### config.mk
export PLATFORM = sky130hd
export DESIGN_NAME = button_select_encoder
export DESIGN_NICKNAME = d
export VERILOG_FILES = /design/src/rtl/button_select_pkg.sv /design/src/rtl/code_debouncer.sv /design/src/rtl/button_select_encoder.sv
export SDC_FILE = /design/constraint.sdc
export NUM_CORES = 1
export LEC_CHECK = 0
export ABC_CLOCK_PERIOD_IN_PS = 2000
export BUFFER_PORTS_ARGS = -buffer_cell sky130_fd_sc_hd__buf_2
export CORE_MARGIN = 2
export CORE_UTILIZATION = 54
export DETAILED_ROUTE_END_ITERATION = 7
export HOLD_SLACK_MARGIN = 0.05
export PLACE_DENSITY_LB_ADDON = 0.2
export RECOVER_POWER = 25
export SYNTH_ARGS = -nofsm -noshare
export SYNTH_HDL_FRONTEND = slang
export SYNTH_SLANG_ARGS = --single-unit
### constraint.sdc
create_clock -name clk_48 -period 2 [get_ports clk_48]
set_input_delay 0.1 -clock clk_48 [delete_from_list [all_inputs] [get_ports clk_48]]
set_output_delay 0.1 -clock clk_48 [all_outputs]
set_load 0.01 [all_outputs]
### src/rtl/button_select_pkg.sv
// Shared types and width helpers for the front-panel button select encoder.
//   state_e    : debouncer state (SETTLE while counting, HELD once a code is committed)
//   clog2_min1 : ceil(log2(n)), clamped to at least 1 so one-entry groups still get a bit
package button_select_pkg;

    typedef enum logic {
        SETTLE = 1'b0,
        HELD   = 1'b1
    } state_e;

    function automatic int clog2_min1(input int n);
        return ($clog2(n) < 1) ? 1 : $clog2(n);
    endfunction

endpackage

### src/rtl/code_debouncer.sv
// Debounces an encoded button code. A code must be sampled identically on
// DEBOUNCE+1 consecutive edges before it is committed, and it commits once.
// A different code is needed before the same code can commit again.
//   clk_48  : clock
//   reset_n : synchronous active-low reset
//   buttons : synchronised button code
//   commit  : high during the cycle whose closing edge commits the code
//   code    : the code being committed (the candidate register)
module code_debouncer
    import button_select_pkg::*;
#(
    parameter int CODE_W   = 4,
    parameter int DEBOUNCE = 480
) (
    input  logic              clk_48,
    input  logic              reset_n,
    input  logic [CODE_W-1:0] buttons,
    output logic              commit,
    output logic [CODE_W-1:0] code
);

    localparam int CW = clog2_min1(DEBOUNCE + 1);
    localparam logic [CW-1:0] LAST = CW'(DEBOUNCE - 1);

    logic [CODE_W-1:0] cand;
    logic [CW-1:0]     cnt;
    state_e            state;

    // Reset leaves the state HELD with cand=0, so a 0 present at reset
    // release is treated as already committed and never overrides the
    // reset selections.
    always_ff @(posedge clk_48) begin
        if (!reset_n) begin
            cand  <= '0;
            cnt   <= '0;
            state <= HELD;
        end else if (buttons != cand) begin
            cand  <= buttons;
            cnt   <= '0;
            state <= SETTLE;
        end else if (state == SETTLE) begin
            if (cnt == LAST) begin
                state <= HELD;
            end else begin
                cnt <= cnt + CW'(1);
            end
        end
    end

    // Commit is taken by the consumer on the same edge that moves us to HELD,
    // so selections become visible right after edge DEBOUNCE.
    assign commit = (state == SETTLE) && (buttons == cand) && (cnt == LAST);
    assign code   = cand;

endmodule

### src/rtl/button_select_encoder.sv
// Front-panel button select encoder for the channel strip. Debounces the
// encoded button code and decodes each committed code into the EQ frequency,
// low-pass corner or high-pass corner selection. Codes 0..FREQ_N-1 select a
// frequency, the next LP_N codes a low-pass corner, the next HP_N codes a
// high-pass corner; anything above is ignored.
//   clk_48         : clock
//   reset_n        : synchronous active-low reset
//   buttons        : synchronised button code
//   lock           : discard commits while high (not replayed on release)
//   freqSelect     : registered frequency selection
//   lowpassSelect  : registered low-pass selection
//   highpassSelect : registered high-pass selection
//   freq_chg       : one-cycle pulse after freqSelect changes value
//   lp_chg         : one-cycle pulse after lowpassSelect changes value
//   hp_chg         : one-cycle pulse after highpassSelect changes value
module button_select_encoder
    import button_select_pkg::*;
#(
    parameter int CODE_W   = 4,
    parameter int FREQ_N   = 8,
    parameter int LP_N     = 4,
    parameter int HP_N     = 4,
    parameter int DEBOUNCE = 480,
    parameter int FREQ_RST = 4,
    parameter int LP_RST   = 1,
    parameter int HP_RST   = 3
) (
    input  logic                          clk_48,
    input  logic                          reset_n,
    input  logic [CODE_W-1:0]             buttons,
    input  logic                          lock,
    output logic [clog2_min1(FREQ_N)-1:0] freqSelect,
    output logic [clog2_min1(LP_N)-1:0]   lowpassSelect,
    output logic [clog2_min1(HP_N)-1:0]   highpassSelect,
    output logic                          freq_chg,
    output logic                          lp_chg,
    output logic                          hp_chg
);

    localparam int FW = clog2_min1(FREQ_N);
    localparam int LW = clog2_min1(LP_N);
    localparam int HW = clog2_min1(HP_N);

    localparam logic [31:0] LP_BASE = 32'(FREQ_N);
    localparam logic [31:0] HP_BASE = 32'(FREQ_N + LP_N);
    localparam logic [31:0] HP_END  = 32'(FREQ_N + LP_N + HP_N);

    logic              commit;
    logic [CODE_W-1:0] code;

    code_debouncer #(
        .CODE_W   (CODE_W),
        .DEBOUNCE (DEBOUNCE)
    ) u_debouncer (
        .clk_48  (clk_48),
        .reset_n (reset_n),
        .buttons (buttons),
        .commit  (commit),
        .code    (code)
    );

    logic [31:0]   code_ext;
    logic          take;
    logic          in_freq, in_lp, in_hp;
    logic [FW-1:0] freq_new;
    logic [LW-1:0] lp_new;
    logic [HW-1:0] hp_new;

    assign code_ext = 32'(code);
    assign take     = commit && !lock;

    // Range decode; offsets are truncated to each group's width.
    always_comb begin
        in_freq  = (code_ext < LP_BASE);
        in_lp    = (code_ext >= LP_BASE) && (code_ext < HP_BASE);
        in_hp    = (code_ext >= HP_BASE) && (code_ext < HP_END);
        freq_new = FW'(code_ext);
        lp_new   = LW'(code_ext - LP_BASE);
        hp_new   = HW'(code_ext - HP_BASE);
    end

    // Selections and strobes. Strobes default low so each lasts one cycle,
    // and only fire when the committed value differs from the held one.
    always_ff @(posedge clk_48) begin
        if (!reset_n) begin
            freqSelect     <= FW'(FREQ_RST);
            lowpassSelect  <= LW'(LP_RST);
            highpassSelect <= HW'(HP_RST);
            freq_chg       <= 1'b0;
            lp_chg         <= 1'b0;
            hp_chg         <= 1'b0;
        end else begin
            freq_chg <= 1'b0;
            lp_chg   <= 1'b0;
            hp_chg   <= 1'b0;
            if (take && in_freq) begin
                freqSelect <= freq_new;
                freq_chg   <= (freq_new != freqSelect);
            end
            if (take && in_lp) begin
                lowpassSelect <= lp_new;
                lp_chg        <= (lp_new != lowpassSelect);
            end
            if (take && in_hp) begin
                highpassSelect <= hp_new;
                hp_chg         <= (hp_new != highpassSelect);
            end
        end
    end

endmodule

==> impl_metrics.csv <==
group,metric,value,unit
timing,relSlewSlack,0.731,
routing,drtPass1Iterations,4,
critical_path,endpoint_kind,"flip-flop",
critical_path,critPathLaunchType,"flip-flop",
synth,yosysMostFrequentCell,"dfxtp_1",
synth,synth_seq_cells,24,
synth,postSynthAreaPerCell,8.93,sq um
timing,finalCriticalPeriod,1.71,ns
routing,avgRoutedWirePerCell,12.6,um
critical_path,critPathBufInv,0,
routing,ant_nets,0,
clock_tree,worstSkewPairLatency,0.31,ns
critical_path,cpPeakStageDelay,0.39,ns
synth,netlist_top_cells_count,"dfxtp_1, nand2_1, nor2_1, xnor2_1",
critical_path,cp_max_fo,6,
critical_path,critPathSlowestCell,"dfxtp_1",
min_path,hold_start,"reset_n",
timing,max_freq,584,MHz
power,power.density,631,nW/um^2
status,outcome,"complete, no violations",
timing,tightest_slew,0.401,ns
floorplanning,die_area,2500,sq um
synth,synth.net_count,136,
place,hpwl,1550,um
global_routing,antenna_found_initial,0,
clock_tree,numCtsBuffers,3,
global_routing,track_usage,0.192,
timing,setup_viol,0,
place,gp_congestion,0.855,
floorplanning,io_pins,17,
synth,synth_edf_count,0,
timing,tns,0,ns
routing,drt_iter0_markers,20,
layout,diodes,0,
floorplanning,die_w,50.0,um
critical_path,worstSetupPathType,"flip-flop to flip-flop",
global_routing,grt_max_degree,19,
critical_path,path_delay_family,"simple AND/OR/NAND/NOR gates",
critical_path,arrival,1.97,ns
layout,drive_above_1_share,0.105,
critical_path,setup.worst_path.start,"u_debouncer.cnt[0]",
layout,fin_util,0.645,
global_routing,grt_pass1_vias,864,
synth,async_flop_share,0,
routing,routed_wl,2150,um
synth,synth_cell_types,35,
global_routing,overflow,0,
critical_path,crit_required,2.25,ns
routing,vias_per_cell,5.57,
clock_tree,cts_tree,"yes",
floorplanning,die_h,50.0,um
min_path,hold_path_class,"primary input to flip-flop",
critical_path,crit_chain,"ha_1 > and4_4 > nand2_1 > nor3_1 > mux2i_1",
layout,num-nets-final,152,
floorplanning,coreArea,1980,sq um
synth,synth_top_area_frac,0.420,
synth,yosys_warnings,0,
layout,fillers,171,
clock_tree,cts.sinks,24,
clock_tree,cts_buffer_depth,2,
critical_path,crit-reg2reg-launch,"u_debouncer.cnt[0]",
job,max_cap_violations,0,
timing,whs,0.102,ns
power,ir_drop,0.000450,V
timing,period_share,0.856,
place,io_buffer_count,16,
synth,yosys-top-cells-area,"dfxtp_1, xnor2_1, mux2i_1",
floorplanning,num_rows,16,
timing,finalHoldViolations,0,
routing,vias,947,
timing,slew_violations,0,
clock_tree,root_buffer,"clkbuf_4",
power,p_leak,0.420,nW
synth,synth_area,1140,sq um
global_routing,grt_pass1_wl,3670,um
synth,synthCells,128,
clock_tree,cts_setup_buffers,0,
clock_tree,cts_max_level,1,
clock_tree,clk_pin_slew,0.13,ns
floorplanning,start_util,0.577,
synth,synth-seq-area-share,0.420,
synth,synthFlopType,"dfxtp_1",
routing,drc,0,
timing,grt_setup_unrepaired,"no",
synth,synth_top_cell_by_area,"dfxtp_1",
layout,syn2layout_area_growth,11.7,%
timing,clock_skew,0.00101,ns
[cells by family (layout without fill, tap and decap cells)]
family | Yosys count | in the layout | share of synthesized area
XOR/XNOR | 15 | 15 | 0.115
multiplexers | 5 | 5 | 0.0438
AND/OR/NAND/NOR | 57 | 57 | 0.284
buffers and inverters | 10 | 25 | 0.0438
adder cells (fa/ha/maj) | 1 | 1 | 0.0109
flip-flops | 24 | 24 | 0.420
AO/OA/AOI/OAI | 16 | 16 | 0.0821
[cells in the final DEF, fill, tap and decap left out]
cell type and count:
and4b_4 1, nor3_1 5, nand2_1 11, nor4b_1 2, dlygate4sd3_1 4, nor4bb_1 1, xor2_1 5, o21ai_0 6
a211oi_1 3, and2_4 1, and3_1 1, clkbuf_1 8, a31oi_1 3, nand2b_1 1, and4_4 1, nand3b_1 2
inv_1 1, and4_1 1, nor2b_1 4, nand4_1 2, and2_1 4, clkbuf_4 3, a21oi_1 3, nor2_1 10
xnor2_1 10, or3_1 1, clkbuf_8 1, nand3_1 4, mux2i_1 5, or4_1 1, nor4_1 2, ha_1 1
nor3b_1 2, o31ai_1 1, dfxtp_1 24, buf_2 8
[area by class of cell]
class | instances | area, sq um | area share
timing repair buffer | 20 | 110 | 0.0862
inverter | 1 | 3.75 | 0.00294
clock buffer | 4 | 36.3 | 0.0284
sequential | 24 | 480 | 0.376
multi-input combinational | 94 | 613 | 0.480
tap | 27 | 33.8 | 0.0264
[layer usage]
layer  routed length [um]  global-route usage
met5                    0                   0
met4                   37              0.0833
met1                 1060               0.260
met3                   89              0.0364
met2                  959               0.294
[worst reg2reg max path: cells and delay by family, from the launching register on]
family | cells | cell delay, ns
multiplexers | 1 | 0.24
flip-flops | 1 | 0.39
adder cells (fa/ha/maj) | 1 | 0.23
AND/OR/NAND/NOR | 3 | 0.78
[worst paths after layout]
check,endpoint,slack (ns),cells after the start
setup reg to reg,freqSelect[0],0.29,5
hold reg to reg,freqSelect[1],0.50,2
setup / recovery,freqSelect[0],0.29,5
hold / removal,freqSelect[2],0.10,2
[per-stage QoR]
stage               cell area [sq um]  power (W)  instances  worst slack (ns)
global route                     1280   0.000842        170             0.143
CTS                              1290   0.000809        170             0.291
global placement                 1210   0.000554        162             0.351
detailed placement               1210   0.000556        162             0.318
finish                           1280   0.000806        170             0.287
floorplan                        1140   0.000542        128             0.374
[registers in the layout, summed over array words and instances, names as in the netlist]
register,flops
lowpassSelect,2
highpassSelect,2
freq_chg,1
hp_chg,1
lp_chg,1
freqSelect,3
u_debouncer.state,1
u_debouncer.code,4
u_debouncer.cnt,9
[power breakdown]
part           internal [W]  switching, W  leakage, nW
sequential         0.000484     0.0000131        0.195
combinational     0.0000273     0.0000270        0.204
clock              0.000111      0.000143       0.0210
[timing repair]
item	in CTS	in global routing
hold endpoints to repair	4	0
hold buffers	4	0
gates resized for setup	0	0
No activity file was read; power rests on OpenSTA's default activity.
